File: src/rtl/serial_incrementer_if.sv
// Start/busy/done handshake and operand/result bus of the bit-serial incrementer.
interface serial_incrementer_if #(parameter int WIDTH = 8);
  logic             start;
  logic [WIDTH-1:0] A;
  logic             busy;
  logic             done;
  logic [WIDTH-1:0] Y;
  logic             Cout;

  modport master (output start, A, input busy, done, Y, Cout);
  modport slave  (input start, A, output busy, done, Y, Cout);
endinterface

File: src/rtl/serial_incrementer.sv
// Bit-serial A+1: one bit-slice per clock, LSB first, ripple carry seeded at 1.
// Optional macro SERIAL_INC_EARLY_EXIT_EN: finish as soon as the carry dies out.
module serial_incrementer #(
  parameter int WIDTH = 8
) (
  input  logic                clk,
  input  logic                rst,
  serial_incrementer_if.slave bus
);
  localparam int IW = (WIDTH > 1) ? $clog2(WIDTH) : 1;

  typedef enum logic [1:0] {IDLE, RUN, DONE} state_t;

  state_t           state, state_nxt;
  logic [WIDTH-1:0] a_q, a_nxt;
  logic [WIDTH-1:0] y_q, y_nxt;
  logic             cout_q, cout_nxt;
  logic             carry_q, carry_nxt;
  logic [IW-1:0]    idx, idx_nxt;
  logic             busy_q, done_q;
  logic             bit_carry;
  logic             last;

  always_ff @(posedge clk or posedge rst) begin
    if (rst) begin
      state   <= IDLE;
      a_q     <= '0;
      y_q     <= '0;
      cout_q  <= 1'b0;
      carry_q <= 1'b0;
      idx     <= '0;
      busy_q  <= 1'b0;
      done_q  <= 1'b0;
    end else begin
      state   <= state_nxt;
      a_q     <= a_nxt;
      y_q     <= y_nxt;
      cout_q  <= cout_nxt;
      carry_q <= carry_nxt;
      idx     <= idx_nxt;
      // Handshake outputs are flops decoded from the next state, not from state.
      busy_q  <= (state_nxt == RUN);
      done_q  <= (state_nxt == DONE);
    end
  end

  always_comb begin
    state_nxt = state;
    a_nxt     = a_q;
    y_nxt     = y_q;
    cout_nxt  = cout_q;
    carry_nxt = carry_q;
    idx_nxt   = idx;
    bit_carry = a_q[idx] & carry_q;
    last      = (idx == IW'(WIDTH - 1));
    case (state)
      IDLE: begin
        if (bus.start) begin
          state_nxt = RUN;
          a_nxt     = bus.A;
          carry_nxt = 1'b1;
          idx_nxt   = '0;
          y_nxt     = '0;
          cout_nxt  = 1'b0;
        end
      end
      RUN: begin
        y_nxt[idx] = a_q[idx] ^ carry_q;
        carry_nxt  = bit_carry;
        idx_nxt    = idx + 1'b1;
        if (last) begin
          state_nxt = DONE;
          cout_nxt  = bit_carry;
          idx_nxt   = '0;
        end
`ifdef SERIAL_INC_EARLY_EXIT_EN
        else if (!bit_carry) begin
          // Carry is dead: the remaining upper bits pass through unchanged.
          for (int j = 0; j < WIDTH; j++)
            if (j > int'(idx)) y_nxt[j] = a_q[j];
          state_nxt = DONE;
          cout_nxt  = 1'b0;
          idx_nxt   = '0;
        end
`endif
      end
      DONE:    state_nxt = IDLE;
      default: state_nxt = IDLE;
    endcase
  end

  assign bus.busy = busy_q;
  assign bus.done = done_q;
  assign bus.Y    = y_q;
  assign bus.Cout = cout_q;
endmodule
File: src/flat_wrapper.sv
// flat-port wrapper written by rule: the top's interface ports become plain ports
module serial_incrementer_flat 
#(
  parameter int WIDTH = 8
)
  (clk, rst, bus_start, bus_A, bus_busy, bus_done, bus_Y, bus_Cout);
  serial_incrementer_if #(.WIDTH(WIDTH)) bus_i ();
  input  logic clk;
  input  logic rst;
  input wire logic [$bits(bus_i.start)-1:0] bus_start;
  input wire logic [$bits(bus_i.A)-1:0] bus_A;
  output wire logic [$bits(bus_i.busy)-1:0] bus_busy;
  output wire logic [$bits(bus_i.done)-1:0] bus_done;
  output wire logic [$bits(bus_i.Y)-1:0] bus_Y;
  output wire logic [$bits(bus_i.Cout)-1:0] bus_Cout;
  assign bus_i.start = bus_start;
  assign bus_i.A = bus_A;
  assign bus_busy = bus_i.busy;
  assign bus_done = bus_i.done;
  assign bus_Y = bus_i.Y;
  assign bus_Cout = bus_i.Cout;
  serial_incrementer #(.WIDTH(WIDTH)) u_core (.clk(clk), .rst(rst), .bus(bus_i));
endmodule
File: config.mk
export PLATFORM = sky130hd
export DESIGN_NAME = serial_incrementer_flat
export DESIGN_NICKNAME = d
export VERILOG_FILES = /design/src/rtl/serial_incrementer_if.sv /design/src/rtl/serial_incrementer.sv /design/src/flat_wrapper.sv
export SDC_FILE = /design/constraint.sdc
export NUM_CORES = 1
export LEC_CHECK = 0
export BUFFER_PORTS_ARGS = -buffer_cell sky130_fd_sc_hd__clkbuf_2
export CORE_MARGIN = 2
export CORE_UTILIZATION = 60
export CTS_BUF_LIST = sky130_fd_sc_hd__clkbuf_8
export CTS_CLUSTER_DIAMETER = 40
export DETAILED_ROUTE_END_ITERATION = 10
export GPL_TIMING_DRIVEN = 1
export PLACE_DENSITY = 0.85
export SLEW_MARGIN = 30
export SYNTH_ARGS = -nofsm -noshare
export SYNTH_HDL_FRONTEND = slang
export SYNTH_SLANG_ARGS = --single-unit
File: constraint.sdc
create_clock -name clk -period 3.24 [get_ports clk]
set_input_delay 0.324 -clock clk [delete_from_list [all_inputs] [get_ports clk]]
set_output_delay 0.324 -clock clk [all_outputs]
set_load 0.03 [all_outputs]
**Word level (Yosys, flattened, before mapping)**

Index checks and enable logic that the tools add are counted.

- Flip-flop bits (word level): 25
- Bits in latches: 0
- Bits in writable memories: 0
- Memory bits (read-only): 0
- Bits of input ports: 11
- Output and inout bits: 11
- Memories: 0

- Add/sub/neg operators: 1
- Multiply operators: 0
- Div/mod/pow operators: 0
- Magnitude comparators: 2
- Eq/ne operators: 6
- Shifts and indexed selects: 0
- Multiplexer cells: 18
- Bitwise logic cells: 2
- Reductions and logical operators: 6

Operators with widths:

| cell | number |
|---|---|
| $pmux W8 S2 | 1 |
| $bwmux W8 | 1 |
| $mux W8 | 1 |
| $mux W3 | 2 |
| $pmux W3 S2 | 1 |
| $mux W1 | 5 |
| $eq A2 B1 Y1 const B | 2 |
| $lt A3 B4 Y1 const B | 1 |
| $mux W2 | 2 |
| $pmux W1 S2 | 2 |
| $pmux W2 S2 | 1 |
| $reduce_and A2 Y1 | 2 |
| $add A3 B1 Y3 const B | 1 |
| $bmux W1 S3 | 1 |
| $demux W1 S3 | 1 |
| $eq A3 B3 Y1 const B | 1 |
| $ge A3 B1 Y1 const B | 1 |
| $reduce_and A3 Y1 | 1 |
| $eq A2 B2 Y1 const B | 1 |
| $logic_not A2 Y1 | 1 |
| $ne A2 B1 Y1 const B | 1 |
| $ne A2 B2 Y1 const B | 1 |
| $reduce_bool A2 Y1 | 1 |
| $and A1 B1 Y1 | 1 |
| 2 further kinds | 2 |

**Longest topological paths before layout**

- Depth after elaboration: 6
- Mapped depth: 9

**Worst setup path before layout**

No wires, ideal clock.

- Path kind: register -> register
- Start: reg u_core.idx[0]
- End: reg u_core.y_q[1] (netlist: u_core.bus.Y[1])
- Library setup time: 0.101 ns
- Data arrival time: 1.811 ns
- Data required time: 3.139 ns
- Path slack: 1.328 ns
- Cell stages (with the launch flop): 8
- Cell sequence: dfrtp_1 buf_6 mux2_4 a221oi_2 o221ai_1 ha_1 nand3_2 o32ai_1

- Longest elaborated chain between the ends: 6
- Elaborated cells between the ends (all ways): 10

Ends and longest elaborated chain:

| what | line | source |
|---|---|---|
| from (decl) | serial_incrementer.sv:19 | `logic [IW-1:0] idx, idx_nxt;` |
| from (signal assigned) | serial_incrementer.sv:40 | `idx <= idx_nxt;` |
| $lt A3 B4 Y1 (not written as such) or $ge A3 B1 Y1 (tied branches) | serial_incrementer.sv:68 | `y_nxt[idx] = a_q[idx] ^ carry_q;` |
| $logic_and A1 B1 Y1 (not written as such) | serial_incrementer.sv:68 |  |
| $mux W1 (not written as such) | serial_incrementer.sv:68 |  |
| $demux W1 S3 | n/a |  |
| $bwmux W8 * | serial_incrementer.sv:68 |  |
| $pmux W8 S2 * | serial_incrementer.sv:56 | `case (state)` |
| to (signal assigned) | serial_incrementer.sv:37 | `y_q <= y_nxt;` |
| to (decl) | serial_incrementer.sv:16 | `logic [WIDTH-1:0] y_q, y_nxt;` |

Every way passes the cells marked *; elsewhere a longest branch is shown, timed or not. The select of a mux whose other input is x is not followed.
A chain may end at the register's enable or synchronous reset.

**Final worst setup path**

Same ends and word-level chain as after synthesis.

==> run_results.csv <==
group,metric,value,unit
synth,synth_simple_gate_area_share,13.1,%
sta,skew,0.00397,ns
pwr,power_frac_comb,43.8,%
drt,first_pass_iters,4,
hold_path,hold_path.class,"primary input to async pin",
global_route,grt_use_total,20.2,%
drt,postRouteAntennaNets,0,
placed_design,hpwl,1.40,mm
die,die-area,0.00244,mm2
worst_setup_path,cp.arrival,2.54,ns
synth,post_synth_xor_area_fraction,0,%
die,die_y,49.4,um
pwr,p_leak,0.000636,uW
synth,synth_area_leaders,"dfrtp_1, mux2_2, a21oi_1",
clocking,postCtsHoldBufs,0,
global_route,grt_pass1_vias,803,
die,row_count,16,
placed_design,io_buffers,21,
status,status,"finished, final reports clean",
worst_setup_path,crit_type,"flip-flop to flip-flop",
drt,drtIter0Drc,12,
worst_setup_path,crit_fanout,19,
pwr,clkPwrFrac,13.1,%
global_route,grt_max_degree,26,
synth,synth_top_family_by_area,"compound AO/OA/AOI/OAI gates",
pwr,ir_drop,0.590,mV
die,die_w,49.4,um
synth,synth_edf_count,0,
sta,period_needed,2.36,ns
drt,via_count,850,
synth,ys_types,34,
drt,post_drt_wl_per_cell,13.9,um
clocking,cts_sinks,25,
sta,slew_headroom,60.4,%
sta,setup_tns,0,ns
worst_setup_path,regToRegSetupSlack,0.88,ns
clocking,cts.path.max_buffers,2,
pwr,total_power,1380,uW
final_layout,syn2layout_area_growth,10.9,%
clocking,htree_levels,1,
sta,rsz0062_at_grt,"false",
placed_design,dp_slack,0.922,ns
worst_setup_path,startpoint,"u_core.idx[0]",
pwr,p_per_area,1010,mW/mm2
worst_setup_path,crit_end,"u_core.bus.Y[1]",
placed_design,place_congestion,0.825,
synth,synth_mux_area_share,9.30,%
synth,synth-seq-cells,25,
global_route,grt_first_pass_wirelength,3.66,mm
synth,seq_area_frac_synth,50.6,%
worst_setup_path,r2r_end,"u_core.bus.Y[1]",
worst_setup_path,endpoint_kind,"flip-flop",
synth,syn-num-nets,123,
pwr,switchingPower,566,uW
die,coreArea,0.00196,mm2
clocking,post_cts_buffers,0,
die,ios,22,
clocking,cts_tree,"yes",
sta,drv_slew,0,
clocking,cts_resized,0,
sta,worstMarginPinSlew,0.594,ns
drt,drc,0,
clocking,root_buffer,"clkbuf_8",
synth,synthDominantCellAreaShare,50.6,%
final_layout,drive_gt1_share,34.1,%
drt,routed_wl,2.13,mm
global_route,met2_usage,32.9,%
clocking,clock_latency,0.27,ns
global_route,gr-total-overflow,0,
die,start_util,63.1,%
final_layout,fill_cells,163,
pwr,p_seq_share,43.1,%
synth,syn_area,0.00124,mm2
job,maxCapViolCount,0,
clocking,cts_buffers,3,
sta,fin_ws,0.877,ns
global_route,top_usage_layer,"met2",
worst_setup_path,worstPathRequired,3.42,ns
worst_setup_path,critPathLaunchType,"flip-flop",
synth,synth_area_leader_cell,"dfrtp_1",
final_layout,antenna-diode-count,0,
pwr,p_sw_share,41.0,%
pwr,internal_power,815,uW
final_layout,fin_cells,153,
synth,postSynthCellCount,109,
worst_setup_path,crit-reg2reg-launch,"u_core.idx[0]",
global_route,grt_antenna_before_repair,0,
synth,syn_avg_cell_area,11.4,um2
sta,period_share,72.9,%
global_route,met3_usage,3.68,%
synth,async_reset_ff_share,100,%
clocking,clkTransAtPathRegs,0.08,ns
sta,setup_viol,0,
synth,yosysWarningCount,0,
synth,synth_fa_ha_area_share,3.03,%
synth,synth_ff_type,"dfrtp_1",
global_route,use_met1,25.6,%
final_layout,nNetsFinal,141,
sta,fmax,423,MHz
worst_setup_path,rr_worst_depth,6,
synth,synth-compound-area-share,16.4,%
placed_design,place_inst,149,
drt,drt-vias-per-instance,5.56,
sta,finalHoldViolations,0,
## power by group through the flow
stage	logic (uW)	clock network, uW	registers, uW
4_1_cts	610	185	594
3_5_place_dp	601	0	599
6_report	606	181	595
2_1_floorplan	530	0	576
5_1_grt	669	197	620
3_3_place_gp	583	0	589
## worst min path at each step
stage | endpoint | depth (start not counted) | start | slack, ns
after floorplan | u_core.a_q[0] | 1 | rst | 0.35
after global placement | u_core.bus.Y[0] | 2 | u_core.bus.Y[0] | 0.49
after detailed placement | u_core.a_q[3] | 1 | u_core.a_q[3] | 0.50
after CTS | u_core.a_q[2] | 2 | rst | 0.25
after global routing | u_core.a_q[0] | 2 | rst | 0.11
final | u_core.a_q[6] | 2 | rst | 0.06
## kinds of logic (layout without fill, tap and decap cells)
family	after synthesis	after routing
compound gates	29	29
simple gates	23	23
fa+ha+maj	3	3
mux	10	10
flops	25	25
buf+inv	19	36
## stage by stage
stage / hold slack [ns] / area, um2 / util, %
after floorplan: 0.351 / 1240 / -
after global placement: 0.491 / 1320 / 67.5
after detailed placement: 0.499 / 1320 / 67.5
after CTS: 0.253 / 1370 / 69.8
after global routing: 0.108 / 1370 / 70.0
final: 0.0640 / 1370 / 70.0
## layer usage
layer | vias up | part of all wire (%)
met3 | 5 | 4.0
met1 | 401 | 43
li1 | 420 | -
met5 | - | 0
met2 | 24 | 50
met4 | 0 | 2.4
## registers in the layout, indices dropped and copies added, names as in the netlist
signal and count:
u_core.idx 3, u_core.carry_q 1, u_core.bus.done 1, u_core.a_q 8, u_core.state 2, u_core.bus.busy 1
u_core.bus.Y 8, u_core.bus.Cout 1
## cell type report
cell class	count	area [um2]	share of cell area, %
tap	27	33.8	2.46
clock inverter	1	3.75	0.273
inverter	11	41.3	3.01
sequential	25	626	45.6
multi-input combinational	65	522	38.0
clock buffer	3	41.3	3.01
timing repair buffer	21	105	7.66
## cell usage in the layout, fill, tap and decap left out, types with 2 or more instances in the layout
cell and instances:
inv_1 11, nand3b_1 4, dfrtp_1 25, a21oi_1 9, mux2_2 8, clkbuf_2 21, o21ai_0 2, ha_1 3
nand2_1 4, nand2b_1 2, and2_1 2, a22o_1 4, clkbuf_8 3, o22ai_1 6, nor2b_1 2, or3b_2 3
## worst max-delay path, cell delays in order, from the launching register on
cell      delay (ns)
dfrtp_1         0.72
mux2_4          0.35
a221oi_2        0.29
o221ai_1        0.17
ha_1            0.34
nand3_2         0.12
o32ai_1         0.27
## synth_stat cells, types with 2 or more instances
| cell type | number |
|---|---|
| dfrtp_1 | 25 |
| inv_1 | 11 |
| a21oi_1 | 9 |
| mux2_2 | 8 |
| o22ai_1 | 6 |
| a22o_1 | 4 |
| nand2_1 | 4 |
| nand3b_1 | 4 |
| buf_2 | 3 |
| buf_4 | 3 |
| ha_1 | 3 |
| or3b_2 | 3 |
| and2_1 | 2 |
| nand2b_1 | 2 |
| nor2b_1 | 2 |
| o21ai_0 | 2 |
Note: power is estimated with default switching activity, not from simulation.
